**src/rtl/priority_req_gen_8ch.sv**
```systemverilog
// Requester side of an 8-input fixed-priority arbiter: per-channel saturating
// pending counts drive req, grants retire work, plus starvation and grant-bus checks.

module priority_req_gen_lane #(
    parameter int CNT_W        = 4,
    parameter int STARVE_W     = 8,
    parameter int STARVE_LIMIT = 200
) (
    input  logic clk,
    input  logic rst,
    input  logic post,
    input  logic grant,
    output logic req,
    output logic done,
    output logic full,
    output logic overflow,
    output logic starve
);
    localparam logic [CNT_W-1:0]    CNT_MAX  = '1;
    localparam logic [STARVE_W-1:0] WAIT_MAX = '1;
    localparam logic [STARVE_W-1:0] LIMIT    = STARVE_W'(STARVE_LIMIT);

    logic [CNT_W-1:0]    cnt;
    logic [STARVE_W-1:0] wait_q, wait_nxt;
    logic                accept;

    // req comes only from the registered count, so grant never loops back into it
    assign req    = (cnt != '0);
    assign full   = (cnt == CNT_MAX);
    assign accept = grant & req;

    always_comb begin
        wait_nxt = wait_q;
        if (!req || accept)
            wait_nxt = '0;
        else if (wait_q != WAIT_MAX)
            wait_nxt = wait_q + STARVE_W'(1);
    end

    always_ff @(posedge clk or posedge rst) begin
        if (rst) begin
            cnt      <= '0;
            wait_q   <= '0;
            done     <= 1'b0;
            overflow <= 1'b0;
            starve   <= 1'b0;
        end else begin
            // post and accept together cancel, so a post at max is kept when granted
            if (post && !accept) begin
                if (full)
                    overflow <= 1'b1;
                else
                    cnt <= cnt + CNT_W'(1);
            end else if (accept && !post) begin
                cnt <= cnt - CNT_W'(1);
            end
            done   <= accept;
            wait_q <= wait_nxt;
            starve <= (wait_nxt >= LIMIT);
        end
    end
endmodule

module priority_req_gen_8ch #(
    parameter int CNT_W        = 4,
    parameter int STARVE_W     = 8,
    parameter int STARVE_LIMIT = 200
) (
    input  logic       clk,
    input  logic       rst,
    input  logic [7:0] post,
    input  logic [7:0] grant,
    output logic [7:0] req,
    output logic [7:0] done,
    output logic [7:0] pending_full,
    output logic [7:0] overflow,
    output logic [7:0] starve,
    output logic       grant_err
);
    logic multi_grant, spurious_grant, missing_grant;

    priority_req_gen_lane #(
        .CNT_W       (CNT_W),
        .STARVE_W    (STARVE_W),
        .STARVE_LIMIT(STARVE_LIMIT)
    ) u_lane [7:0] (
        .clk     (clk),
        .rst     (rst),
        .post    (post),
        .grant   (grant),
        .req     (req),
        .done    (done),
        .full    (pending_full),
        .overflow(overflow),
        .starve  (starve)
    );

    // x & (x-1) is nonzero exactly when more than one bit is set
    assign multi_grant    = ((grant & (grant - 8'd1)) != 8'd0);
    assign spurious_grant = ((grant & ~req) != 8'd0);
    assign missing_grant  = (grant == 8'd0) && (req != 8'd0);

    always_ff @(posedge clk or posedge rst) begin
        if (rst)
            grant_err <= 1'b0;
        else if (multi_grant || spurious_grant || missing_grant)
            grant_err <= 1'b1;
    end
endmodule

```
**config.mk**
```make
export PLATFORM = sky130hd
export DESIGN_NAME = priority_req_gen_8ch
export DESIGN_NICKNAME = d
export VERILOG_FILES = /design/src/rtl/priority_req_gen_8ch.sv
export SDC_FILE = /design/constraint.sdc
export NUM_CORES = 1
export LEC_CHECK = 0
export CAP_MARGIN = 20
export CORE_MARGIN = 5
export CORE_UTILIZATION = 45
export DETAILED_ROUTE_END_ITERATION = 10
export MAX_ROUTING_LAYER = met4
export PLACE_DENSITY = 0.74
export SYNTH_ARGS = -nofsm -noshare
export SYNTH_HDL_FRONTEND = slang
export SYNTH_HIERARCHICAL = 1
export SYNTH_SLANG_ARGS = --single-unit
```
**constraint.sdc**
```tcl
create_clock -name clk -period 5.6 [get_ports clk]
set_input_delay 1.68 -clock clk [delete_from_list [all_inputs] [get_ports clk]]
set_output_delay 1.68 -clock clk [all_outputs]
set_load 0.03 [all_outputs]
```
==> out/results.txt <==
Reg2Reg Capture Point -> u_lane[0]/cnt[3]$_DFFE_PP0P_
Yosys top cell area share -> 43.0%
Worst Hold End -> u_lane[0]/overflow$_DFFE_PP0P_
Final clock skew -> 0.00958 ns
Net Sw Frac -> 35.5%
Via density -> 5.72
Top-count cell post-synth -> dfrtp_1
Post-DP HPWL -> 11.2 mm
Reg power frac -> 37.9%
Post-synth cell types -> 41
Final Cell Area -> 8440 µm²
Top sig layer -> met4
Met1 Wirelength -> 6.70 mm
Setup_tns -> 0 ns
Setup bufs post-CTS -> 0
GPL Wtd Cong -> 0.886
Clock latency on the worst-skew pair -> 0.42 ns
Status -> complete, no violations
Crit share post-route -> 69.5%
# Max-Cap Violations -> 0
Die footprint -> 18300 µm²
Slowest stage delay, CP -> 0.68 ns
PwrDens -> 441 nW/µm²
Proportion of power drawn by combinational gates -> 33.0%
Slew Limit Fails -> 0
Layout Cells excl Fill -> 988
CTS Hold Bufs -> 0
Synth Area in Compound Gates -> 17.8%
Worst-path clk slew -> 0.05 ns
WHS Path Cells -> 1
Area grow syn2layout -> 19.8%
Max_slew headroom -> 60.2%
Crit-path slowest cell -> or4_1
CP Launch Type -> flop
Worst hold start -> u_lane[0]/overflow$_DFFE_PP0P_
PostCTS Resize Cnt -> 0
DRC -> 0
Setup-failing EPs final -> 0
Pleak -> 0.00351 µW
Overflow after GRT -> 0
Tightest Pin Transition -> 0.596 ns
Seq cells post-synth -> 121
Die Ht -> 135 µm
I/O Pins -> 59
Synth Instances -> 696
CP required -> 3.92 ns
Largest family of logic cells by synthesized area -> simple AND/OR/NAND/NOR gates
CP Capture Type -> output pin
Nets -> 815
Synth area leader -> dfrtp_1
CP delay by family, top -> simple AND/OR/NAND/NOR gates
Root Driver -> clkbuf_16
First-pass GRT wire length -> 26.3 mm
Antenna fix cells -> 0
R2R depth -> 7
NetSw -> 1320 µW
Worst reg2reg setup slack -> 3.13 ns
Cell area after synthesis -> 7050 µm²
Final wirelength -> 15.2 mm
Initial antenna violation count -> 0
Share of synthesized registers carrying an async set or reset -> 100%
Avg WL per Cell -> 15.4 µm
RR Startpoint -> u_lane[0]/cnt[1]$_DFFE_PP0P_
Number of global-route vias before repair -> 5690
CTS tree -> built
Met2 WL -> 7.72 mm
Total clock sinks -> 121
First-pass iteration count of the detailed router -> 5
WS Path Type -> flop to output pin
Register area share after synthesis -> 43.0%
Placed cells -> 957
Adder-Cell Fraction of Synth Area -> 6.54%
Final-report hold violation count -> 0
XOR/XNOR share of the synthesized area -> 2.98%
TritonCTS Buffers -> 17
RSZ-0062 raised after global routing -> false
Largest net degree at the start of global routing -> 17
Layout cells sized above 1 -> 9.40%
Post-synthesis simple-gate area fraction -> 20.9%
Port buffer count -> 58
Initial DRC Count -> 436
Synthesized area per cell -> 10.1 µm²
Post-DP Area -> 7850 µm²
Mux cell area share after synthesis -> 6.82%
Met3 routed WL -> 519 µm
Crit path DAT -> 2.21 ns
Routed via count -> 5652
Clk network pwr share -> 29.1%
Yosys warnings -> 6
Hold slack -> 0.474 ns
EDFF count, synth -> 0
Post-route antenna net violation count -> 0
Critical path fanouts, max -> 6
Synth top area cells -> dfrtp_1 43%, nor2_1 5.5%, ha_1 4.3%
VDD IR max -> 0.000244 V
Post-synth top flop -> dfrtp_1
Int Pwr -> 2400 µW
Die width -> 135 µm
Critical path buffers and inverters -> 1
H-tree levels -> 4
FP Rows -> 45
Post-Syn Nets -> 746
CP cell instances -> or4_1, clkdlybuf4s50_1
Fin crit period -> 3.89 ns
GRT Total Usage -> 18.1%
Commonest cells in the netlist -> 121 x dfrtp_1, 104 x nor2_1, 40 x nand2_1, 40 x nor3_1, 33 x a21oi_1
Overall power -> 3720 µW
Clock Path Buffers -> 2
Initial Util -> 46.2%
Maximum clock frequency -> 257 MHz
Area of the core -> 15300 µm²
Worst hold path type -> flop to flop
logic make-up after synthesis:
family                   after synthesis
AND/OR/NAND/NOR                      291
AO/OA/AOI/OAI                        153
flip-flops                           121
multiplexers                          40
buffers and inverters                 35
adder cells (fa/ha/maj)               32
XOR/XNOR                              24
routing by layer:
layer  track usage (%)  vias to the layer above
li1                  -                     2737
met1              21.2                     2769
met2              30.6                      123
met3              3.95                       23
met4              6.44                        0
met5                 -                        -
state kept, by name (all words and copies together), names as in the netlist:
signal and flops:
u_lane/starve 8, u_lane/done 8, u_lane/wait_q 64, u_lane/overflow 8, u_lane/cnt 32, grant_err 1
worst reg2reg max path, cell delays in order, from the launching register on:
cell	delay [ns]
dfrtp_1	0.47
o41ai_4	0.48
nand2_1	0.24
ha_1	0.33
a21o_1	0.20
a2111o_1	0.42
o21a_1	0.12
mux2i_1	0.13
power by group through the flow:
| stage | sequential [µW] | combinational, µW | clock [µW] |
|---|---|---|---|
| finish | 1410 | 1230 | 1080 |
| global route | 1460 | 1360 | 1150 |
| CTS | 1410 | 1240 | 1110 |
| detailed placement | 1420 | 1240 | 0 |
| global placement | 1400 | 1170 | 0 |
| floorplan | 1430 | 850 | 0 |
stage by stage:
step / utilization (%) / worst slack (ns)
2_1_floorplan: - / 2.51
3_3_place_gp: 51.4 / 1.67
3_5_place_dp: 51.4 / 1.57
4_1_cts: 55.3 / 1.68
5_1_grt: 55.3 / 1.63
6_report: 55.3 / 1.71
layout by cell type (no fill, tap or decap), types with 10 or more instances in the layout:
cell type        instances
clkbuf_16               17
a21oi_1                 33
and3_1                  16
nand4_1                 17
ha_1                    24
nor2_1                 104
o21ai_0                 17
xor2_1                  24
nand2_1                 40
mux2i_1                 24
a31oi_1                 16
inv_1                   27
nor3_1                  40
nand3_1                 24
dfrtp_1                121
clkdlybuf4s50_1         58
nand2b_1                13
mux2_4                  16
a211oi_1                10
final cells by class:
class                      count  area (µm²)
fill                        1342        6820
timing repair buffer          58         581
tap                          211         264
clock buffer                  23         498
clock inverter                 8        92.6
multi-input combinational    540        3880
sequential                   121        3030
inverter                      27         101
worst max-delay path by stage:
stage	startpoint	end	slack, ns	depth (start not counted)
global placement	grant[5]	u_lane[5]/cnt[3]$_DFFE_PP0P_	1.67	8
CTS	u_lane[6]/cnt[1]$_DFFE_PP0P_	req[6]	1.68	2
global route	u_lane[3]/cnt[1]$_DFFE_PP0P_	req[3]	1.63	2
floorplan	grant[0]	u_lane[0]/cnt[3]$_DFFE_PP0P_	2.51	7
finish	u_lane[1]/cnt[1]$_DFFE_PP0P_	req[1]	1.71	2
detailed placement	grant[4]	u_lane[4]/cnt[3]$_DFFE_PP0P_	1.57	8
Note: power is estimated with default switching activity, not from simulation.
